--- src/rtl/acc_sequencer_if.sv ---
// Command, MMU-gating, accumulator-control and read-side signals of the accumulator sequencer.
// master is the sequencer; slave is the command source / MMU / accumulator / reader side.
interface acc_sequencer_if #(
  parameter int unsigned ROW_W  = 8,
  parameter int unsigned PASS_W = 8
);
  logic              cmd_valid;
  logic              cmd_ready;
  logic [ROW_W-1:0]  cmd_rows;
  logic [PASS_W-1:0] cmd_passes;
  logic              mmu_go;
  logic              mmu_valid;
  logic              acc_enable;
  logic              acc_sel;
  logic              rd_valid;
  logic              rd_buf;
  logic              rd_done;

  modport master (
    input  cmd_valid, cmd_rows, cmd_passes, mmu_valid, rd_done,
    output cmd_ready, mmu_go, acc_enable, acc_sel, rd_valid, rd_buf
  );

  modport slave (
    output cmd_valid, cmd_rows, cmd_passes, mmu_valid, rd_done,
    input  cmd_ready, mmu_go, acc_enable, acc_sel, rd_valid, rd_buf
  );
endinterface

--- src/rtl/acc_sequencer.sv ---
// Sequences K-pass tiles into a double-buffered accumulator and hands completed buffers to a
// reader, stalling new tiles while both buffers still hold unread results.
module acc_sequencer #(
  parameter int unsigned ROW_W     = 8,
  parameter int unsigned PASS_W    = 8,
  parameter int unsigned ALIGN_LAT = 2   // must be >= 1
) (
  input  logic                  clk,
  input  logic                  reset,
  acc_sequencer_if.master       bus,
  output logic                  busy,
  output logic                  err_overrun
);

  localparam int unsigned GuardW = (ALIGN_LAT > 1) ? $clog2(ALIGN_LAT) : 1;

  typedef enum logic [2:0] {StIdle, StWaitBuf, StStream, StGuard, StPublish} state_e;

  state_e            state_q;
  logic [ROW_W-1:0]  rows_m1_q, row_cnt_q;
  logic [PASS_W-1:0] passes_m1_q, pass_cnt_q;
  logic [GuardW-1:0] guard_cnt_q;
  logic              acc_enable_q, acc_sel_q, err_q;
  logic              rd_ptr_q;
  logic [1:0]        full_q, full_d, full_set, full_clr;
  logic              rd_fire, buf_free, publish;

  assign rd_fire = bus.rd_done & full_q[rd_ptr_q];
  assign publish = (state_q == StPublish);
  // A buffer freed by this cycle's rd_done lets the waiting tile start next cycle.
  assign buf_free = ~full_q[acc_sel_q] | (rd_fire & (rd_ptr_q == acc_sel_q));

  always_ff @(posedge clk or posedge reset) begin
    if (reset) begin
      state_q      <= StIdle;
      rows_m1_q    <= '0;
      row_cnt_q    <= '0;
      passes_m1_q  <= '0;
      pass_cnt_q   <= '0;
      guard_cnt_q  <= '0;
      acc_enable_q <= 1'b0;
      acc_sel_q    <= 1'b0;
      err_q        <= 1'b0;
    end else begin
      if (bus.mmu_valid && state_q != StStream) err_q <= 1'b1;
      case (state_q)
        StIdle: begin
          if (bus.cmd_valid) begin
            rows_m1_q    <= (bus.cmd_rows == '0) ? '0 : bus.cmd_rows - ROW_W'(1);
            passes_m1_q  <= (bus.cmd_passes == '0) ? '0 : bus.cmd_passes - PASS_W'(1);
            row_cnt_q    <= '0;
            pass_cnt_q   <= '0;
            acc_enable_q <= 1'b0;
            state_q      <= StWaitBuf;
          end
        end
        StWaitBuf: begin
          if (buf_free) state_q <= StStream;
        end
        StStream: begin
          if (bus.mmu_valid) begin
            if (row_cnt_q == rows_m1_q) begin
              row_cnt_q   <= '0;
              guard_cnt_q <= GuardW'(ALIGN_LAT - 1);
              state_q     <= StGuard;
            end else begin
              row_cnt_q <= row_cnt_q + ROW_W'(1);
            end
          end
        end
        StGuard: begin
          if (guard_cnt_q == '0) begin
            if (pass_cnt_q == passes_m1_q) begin
              state_q <= StPublish;
            end else begin
              pass_cnt_q   <= pass_cnt_q + PASS_W'(1);
              acc_enable_q <= 1'b1;
              state_q      <= StStream;
            end
          end else begin
            guard_cnt_q <= guard_cnt_q - GuardW'(1);
          end
        end
        StPublish: begin
          acc_sel_q    <= ~acc_sel_q;
          acc_enable_q <= 1'b0;
          state_q      <= StIdle;
        end
        default: state_q <= StIdle;
      endcase
    end
  end

  // Publish and read completion never target the same buffer, so both apply independently.
  always_comb begin
    full_set = 2'b00;
    full_clr = 2'b00;
    if (publish) full_set = acc_sel_q ? 2'b10 : 2'b01;
    if (rd_fire) full_clr = rd_ptr_q ? 2'b10 : 2'b01;
    full_d = (full_q & ~full_clr) | full_set;
  end

  always_ff @(posedge clk or posedge reset) begin
    if (reset) begin
      full_q   <= 2'b00;
      rd_ptr_q <= 1'b0;
    end else begin
      full_q <= full_d;
      if (rd_fire) rd_ptr_q <= ~rd_ptr_q;
    end
  end

  assign bus.cmd_ready  = (state_q == StIdle);
  assign bus.mmu_go     = (state_q == StStream);
  assign bus.acc_enable = acc_enable_q;
  assign bus.acc_sel    = acc_sel_q;
  assign bus.rd_valid   = full_q[rd_ptr_q];
  assign bus.rd_buf     = rd_ptr_q;
  assign busy           = (state_q != StIdle);
  assign err_overrun    = err_q;

endmodule

--- src/flat_wrapper.sv ---
// flat-port wrapper written by rule: the top's interface ports become plain ports
module acc_sequencer_flat 
#(
  parameter int unsigned ROW_W     = 8,
  parameter int unsigned PASS_W    = 8,
  parameter int unsigned ALIGN_LAT = 2                  
)
  (clk, reset, busy, err_overrun, bus_cmd_valid, bus_cmd_rows, bus_cmd_passes, bus_mmu_valid, bus_rd_done, bus_cmd_ready, bus_mmu_go, bus_acc_enable, bus_acc_sel, bus_rd_valid, bus_rd_buf);
  acc_sequencer_if #(.ROW_W(ROW_W), .PASS_W(PASS_W)) bus_i ();
  input  logic clk;
  input  logic reset;
  output logic busy;
  output logic err_overrun;
  input wire logic [$bits(bus_i.cmd_valid)-1:0] bus_cmd_valid;
  input wire logic [$bits(bus_i.cmd_rows)-1:0] bus_cmd_rows;
  input wire logic [$bits(bus_i.cmd_passes)-1:0] bus_cmd_passes;
  input wire logic [$bits(bus_i.mmu_valid)-1:0] bus_mmu_valid;
  input wire logic [$bits(bus_i.rd_done)-1:0] bus_rd_done;
  output wire logic [$bits(bus_i.cmd_ready)-1:0] bus_cmd_ready;
  output wire logic [$bits(bus_i.mmu_go)-1:0] bus_mmu_go;
  output wire logic [$bits(bus_i.acc_enable)-1:0] bus_acc_enable;
  output wire logic [$bits(bus_i.acc_sel)-1:0] bus_acc_sel;
  output wire logic [$bits(bus_i.rd_valid)-1:0] bus_rd_valid;
  output wire logic [$bits(bus_i.rd_buf)-1:0] bus_rd_buf;
  assign bus_i.cmd_valid = bus_cmd_valid;
  assign bus_i.cmd_rows = bus_cmd_rows;
  assign bus_i.cmd_passes = bus_cmd_passes;
  assign bus_i.mmu_valid = bus_mmu_valid;
  assign bus_i.rd_done = bus_rd_done;
  assign bus_cmd_ready = bus_i.cmd_ready;
  assign bus_mmu_go = bus_i.mmu_go;
  assign bus_acc_enable = bus_i.acc_enable;
  assign bus_acc_sel = bus_i.acc_sel;
  assign bus_rd_valid = bus_i.rd_valid;
  assign bus_rd_buf = bus_i.rd_buf;
  acc_sequencer #(.ROW_W(ROW_W), .PASS_W(PASS_W), .ALIGN_LAT(ALIGN_LAT)) u_core (.clk(clk), .reset(reset), .bus(bus_i), .busy(busy), .err_overrun(err_overrun));
endmodule
--- config.mk ---
export PLATFORM = sky130hd
export DESIGN_NAME = acc_sequencer_flat
export DESIGN_NICKNAME = d
export VERILOG_FILES = /design/src/rtl/acc_sequencer_if.sv /design/src/rtl/acc_sequencer.sv /design/src/flat_wrapper.sv
export SDC_FILE = /design/constraint.sdc
export NUM_CORES = 1
export LEC_CHECK = 0
export CORE_MARGIN = 1
export CORE_UTILIZATION = 43
export DETAILED_ROUTE_END_ITERATION = 12
export GPL_TIMING_DRIVEN = 0
export PLACE_DENSITY = 0.62
export SKIP_CTS_REPAIR_TIMING = 1
export SKIP_LAST_GASP = 1
export SYNTH_ARGS = -nofsm -noshare
export SYNTH_HDL_FRONTEND = slang
export SYNTH_SLANG_ARGS = --single-unit
--- constraint.sdc ---
create_clock -name clk -period 2.4 [get_ports clk]
set_input_delay 0.48 -clock clk [delete_from_list [all_inputs] [get_ports clk]]
set_output_delay 0.48 -clock clk [all_outputs]
set_load 0.01 [all_outputs]
Word-level counts from Yosys, hierarchy flattened
Index checks and enable logic that the tools add are counted.

storage, ports and cells
  register bits after elaboration = 42
  latch bits = 0
  RAM bits = 0
  memory bits (read-only) = 0
  bits of input ports = 21
  output and inout bits = 8
  logic and storage cells = 88
  memories = 0

cells by class
  $add $sub $neg = 5
  multipliers = 0
  divide/modulo/power cells = 0
  magnitude comparators = 2
  equal/unequal tests = 14
  shift operators = 0
  mux-type cells = 32
  bitwise logic cells = 9
  reductions and logical operators = 15

operators by type and width
  kind                                                   number
  2-to-1 mux 8 bit                                       7
  case mux 8 bit (2 select lines)                        2
  2-to-1 mux 3 bit                                       6
  adder 8 x 1 -> 8 bit, second input constant            2
  == test 8 bit                                          2
  logical NOT 8 bit                                      2
  subtractor 8 x 1 -> 8 bit, second input constant       2
  case mux 3 bit (4 select lines)                        1
  2-to-1 mux 1 bit                                       10
  2-to-1 mux 2 bit                                       4
  inequality test 2 bit, second input constant           4
  AND reduction 4 bit                                    2
  == test 3 x 2 -> 1 bit, second input constant          2
  AND reduction 3 bit                                    2
  nonzero test 2 bit                                     3
  nonzero test 3 bit                                     2
  AND reduction 5 bit                                    1
  < comparator 1 x 2 -> 1 bit, second input constant     2
  inequality test 2 x 1 -> 1 bit, second input constant  2
  == test 3 x 1 -> 1 bit, second input constant          1
  == test 3 bit, second input constant                   1
  logical NOT 3 bit                                      1
  inequality test 3 x 2 -> 1 bit, second input constant  1
  NOT 1 bit                                              3
  11 further kinds                                       12

Longest topological paths before layout
  depth after elaboration = 7
  mapped depth = 7
  gate-level depth less buffers = 6

Worst setup path after synthesis
OpenSTA, ideal clock, no wires.

  path kind = input-to-reg
  start point = input bus_cmd_valid
  end point = register u_core.pass_cnt_q[6]
  library setup time = 0.082 ns
  arrival = 1.761 ns
  data required time = 2.318 ns
  path slack = 0.557 ns
  stages = 6
  buffers on the path = 1
  cells stage by stage = or4b_1 -> buf_2 -> nand2_4 -> nand2_2 -> or4_1 -> o22ai_1

on the way
  cells in the longest elaborated chain, start to end = 2

RTL lines
  item                             line                 text
  start, declared                  flat_wrapper.sv:14   input wire logic [$bits(bus_i.cmd_valid)-1:0] bus_cmd_valid;
  inequality test 2 bit (no line)  n/a
  AND reduction 4 bit (no line)    n/a
  end signal, assigned             acc_sequencer.sv:76  pass_cnt_q <= pass_cnt_q + PASS_W'(1);
  end, declared                    acc_sequencer.sv:21  logic [PASS_W-1:0] passes_m1_q, pass_cnt_q;

Every way passes these cells.
A chain may end at the register's enable or synchronous reset.

Final worst setup path
  start point = register u_core.state_q[2]
  end point = output bus_cmd_ready

on the way
  cells in the longest elaborated chain, start to end = 1

RTL lines
  item                    line                  text
  start, declared         acc_sequencer.sv:19   state_e state_q;
  start signal, assigned  acc_sequencer.sv:35   state_q <= StIdle;
  start signal, assigned  acc_sequencer.sv:54   state_q <= StWaitBuf;
  start signal, assigned  acc_sequencer.sv:58   if (buf_free) state_q <= StStream;
  logical NOT 3 bit       acc_sequencer.sv:113  assign bus.cmd_ready = (state_q == StIdle);
  end, declared           flat_wrapper.sv:19    output wire logic [$bits(bus_i.cmd_ready)-1:0] bus_cmd_ready;

Every way passes these cells.

==> summary.txt <==
STA
  • Fin crit share: 0.959
  • Skew final: ~0.010 ns
  • Actual slew at the worst max-slew pin: 0.590 ns
  • Max Slew Vio Count: 0
  • Final hold vios: 0
  • Final setup viols: 0
  • Fmax: about 430 MHz
  • Slew headroom: 0.604
  • Slack of the critical path: 0.0992 ns
  • Tmin final: 2.30 ns

Worst hold path
  • HP Class: flip-flop to flip-flop

Logic synthesis
  • Yosys top cell area share: 0.439
  • Synth Area in Compound Gates: 0.159
  • Avg Cell Area, Syn: 9.07 um2
  • Adder-cell share of the synthesized area: 0.0313
  • Post-synth net total: 291
  • Number of synthesized flops with an enable pin: 0
  • Gate Count Post-Synth: 264
  • Post-synth top cells: dfrtp_1 (42), nand2_1 (38), o21ai_0 (24), xnor2_1 (24), inv_1 (16)
  • Post-synthesis simple-gate area fraction: 0.210
  • Cell with the most instances after synthesis: dfrtp_1
  • Async S/R FF share, synth: 1.00
  • Synth Warn #: 0
  • Primary FF master, synth: dfrtp_1
  • Post-synthesis mux area share: 0.0219
  • Synth area leader: dfrtp_1
  • Register area share after synthesis: 0.439
  • Largest family of logic cells by synthesized area: simple AND/OR/NAND/NOR gates
  • Cell area after synthesis: 0.00239 mm2
  • Main area contributors after synthesis: dfrtp_1 (44%), xnor2_1 (8.8%), nand2_1 (6.0%)
  • Yosys cell types: 44
  • Synth Area in XOR/XNOR: 0.0987
  • Post-synthesis sequential element count: 42

Global route
  • Global routing's busiest layer: met2
  • Total gr overflow: 0
  • GR Util met3: 0.0383
  • Antenna violations before repair: 0
  • GRT Total Usage: 0.185
  • Largest net degree at the start of global routing: 43
  • Global-route wire length before repair: 8580 um
  • Grt met1 use: 0.244
  • Met2 Use GR: 0.292
  • Vias in the first global route: roughly 1,900

Detailed routing
  • DRT Pass-1 Iters: 4
  • Number of DRC markers in iteration 0: between 60 and 70
  • Via count: 1,951
  • Drt wl/cell: ~13 um
  • Post-route ant nets: 0
  • Final WL: 4800 um
  • DR vias/cell: 5.24
  • # DRC: 0

Power and ir drop
  • Static leakage: 1.20 nW
  • Worst VDD drop: 0.416 mV
  • Power density cells: roughly 900 mW/mm2
  • Power, Total: 2.66 mW

Critical path
  • Max FO, Critical Path: 10
  • Crit path DAT: 1.82 ns
  • Setup CP Type: flip-flop to primary output
  • Crit path capture type: primary output
  • CP startpoint kind: flip-flop
  • Critical Path RT: 1.92 ns
  • R2R setup slack: 0.39 ns

Cells and area
  • Final std cells w/o fill: 372
  • Final Cell Area: 0.00289 mm2
  • Diodes inserted: 0
  • Share of cells above drive strength 1: 0.0762
  • Synth-to-layout area growth: 20.6%
  • Final #Nets: 328
  • Final core utilization: 0.552

Place
  • Post-Place Cell Area: 0.00278 mm2
  • IO buf count: 28
  • Place WS: -0.110 ns
  • DP HPWL: 3530 um
  • Gp weighted congestion: 0.843
  • Placed cell count: 363

CTS
  • Clock-pin slew on the worst setup and hold paths: around 0.08 ns
  • CTS H-tree depth: 2
  • Root Buffer: clkbuf_8
  • Clock sinks: 42
  • Number of CTS-inserted buffers: 5
  • Later-pin clock latency in the skew report: 0.30 ns
  • Clk buf depth: 2
  • CTS tree: yes

Die
  • Die W: 76.6 um
  • Die height: 76.6 um
  • # IOs: 29
  • Row count: 26
  • Core area: about 0.0052 mm2
  • Initial Util: 0.457
  • Die area: slightly below 0.006 mm2

Status
  • Status: finished, final reports clean

Flow run
  • Max Cap Violations: 0
[state kept, by name, summed over array words and instances (netlist names)]
register               flops
u_core.bus.acc_sel         1
u_core.rows_m1_q           8
u_core.guard_cnt_q         1
u_core.passes_m1_q         8
u_core.full_q              2
u_core.err_overrun         1
u_core.bus.rd_buf          1
u_core.pass_cnt_q          8
u_core.state_q             3
u_core.bus.acc_enable      1
u_core.row_cnt_q           8
[cells by family (layout without fill, tap and decap cells)]
family          count (synthesis)  in the layout
simple gates                  100            100
compound gates                 59             59
flops                          42             42
xor+xnor                       27             27
buf+inv                        25             63
fa+ha+maj                       6              6
mux                             5              5
[power by group]
group / leakage, nW / internal (mW) / switching [mW]
clock network: 0.0482 / 0.232 / 0.243
registers: 0.528 / 0.937 / 0.218
logic: 0.623 / 0.497 / 0.532
[worst paths after layout]
path | endpoint | cells past startpoint | from
max in group asynchronous | u_core.row_cnt_q[2] | 3 | reset
hold reg to reg | u_core.err_overrun | 1 | u_core.err_overrun
setup / recovery | bus_cmd_ready | 4 | u_core.state_q[2]
hold / removal | u_core.err_overrun | 1 | u_core.err_overrun
setup reg to reg | u_core.pass_cnt_q[0] | 7 | u_core.pass_cnt_q[2]
min in group asynchronous | u_core.pass_cnt_q[7] | 3 | reset
[cell type report]
class / instances / area (um2)
buffer: 9 / 41.3
clock buffer: 7 / 86.3
clock inverter: 1 / 5.00
fill: 517 / 2350
inverter: 16 / 60.1
multi-input combinational: 197 / 1250
sequential: 42 / 1050
tap: 70 / 87.6
timing repair buffer: 30 / 308
[metal layers]
layer / part of all wire / routed length, um
met1: 0.49 / 2350
met2: 0.45 / 2150
met3: 0.041 / 199
met4: 0.020 / 97
met5: 0 / 0
[through the flow]
stage | TNS, ns | hold WS (ns)
after floorplan | 0 | 0.446
after global placement | -0.184 | 0.453
after detailed placement | -0.143 | 0.460
after CTS | -0.0419 | 0.480
after global routing | -0.00781 | 0.493
final | 0 | 0.466
[placed cells by master (no fill, tap or decap), types with 4 or more instances in the layout]
master / count
or4_1: 7
nand2b_1: 4
ha_1: 6
inv_1: 15
o21ai_0: 24
a21oi_1: 5
nor3_1: 10
nor2_1: 15
clkbuf_1: 6
clkdlybuf4s50_1: 28
nand2_1: 38
nor4_1: 4
o211ai_1: 5
xnor2_1: 24
nand3_1: 4
a21o_1: 6
dfrtp_1: 42
nand4_1: 7
clkbuf_8: 6
[worst max-delay path, stage by stage (launching register included)]
cell and delay, ns:
dfrtp_1 0.38, buf_2 0.17, or3_1 0.39, inv_1 0.06
clkdlybuf4s50_1 0.52
Note: power is estimated with default switching activity, not from simulation.
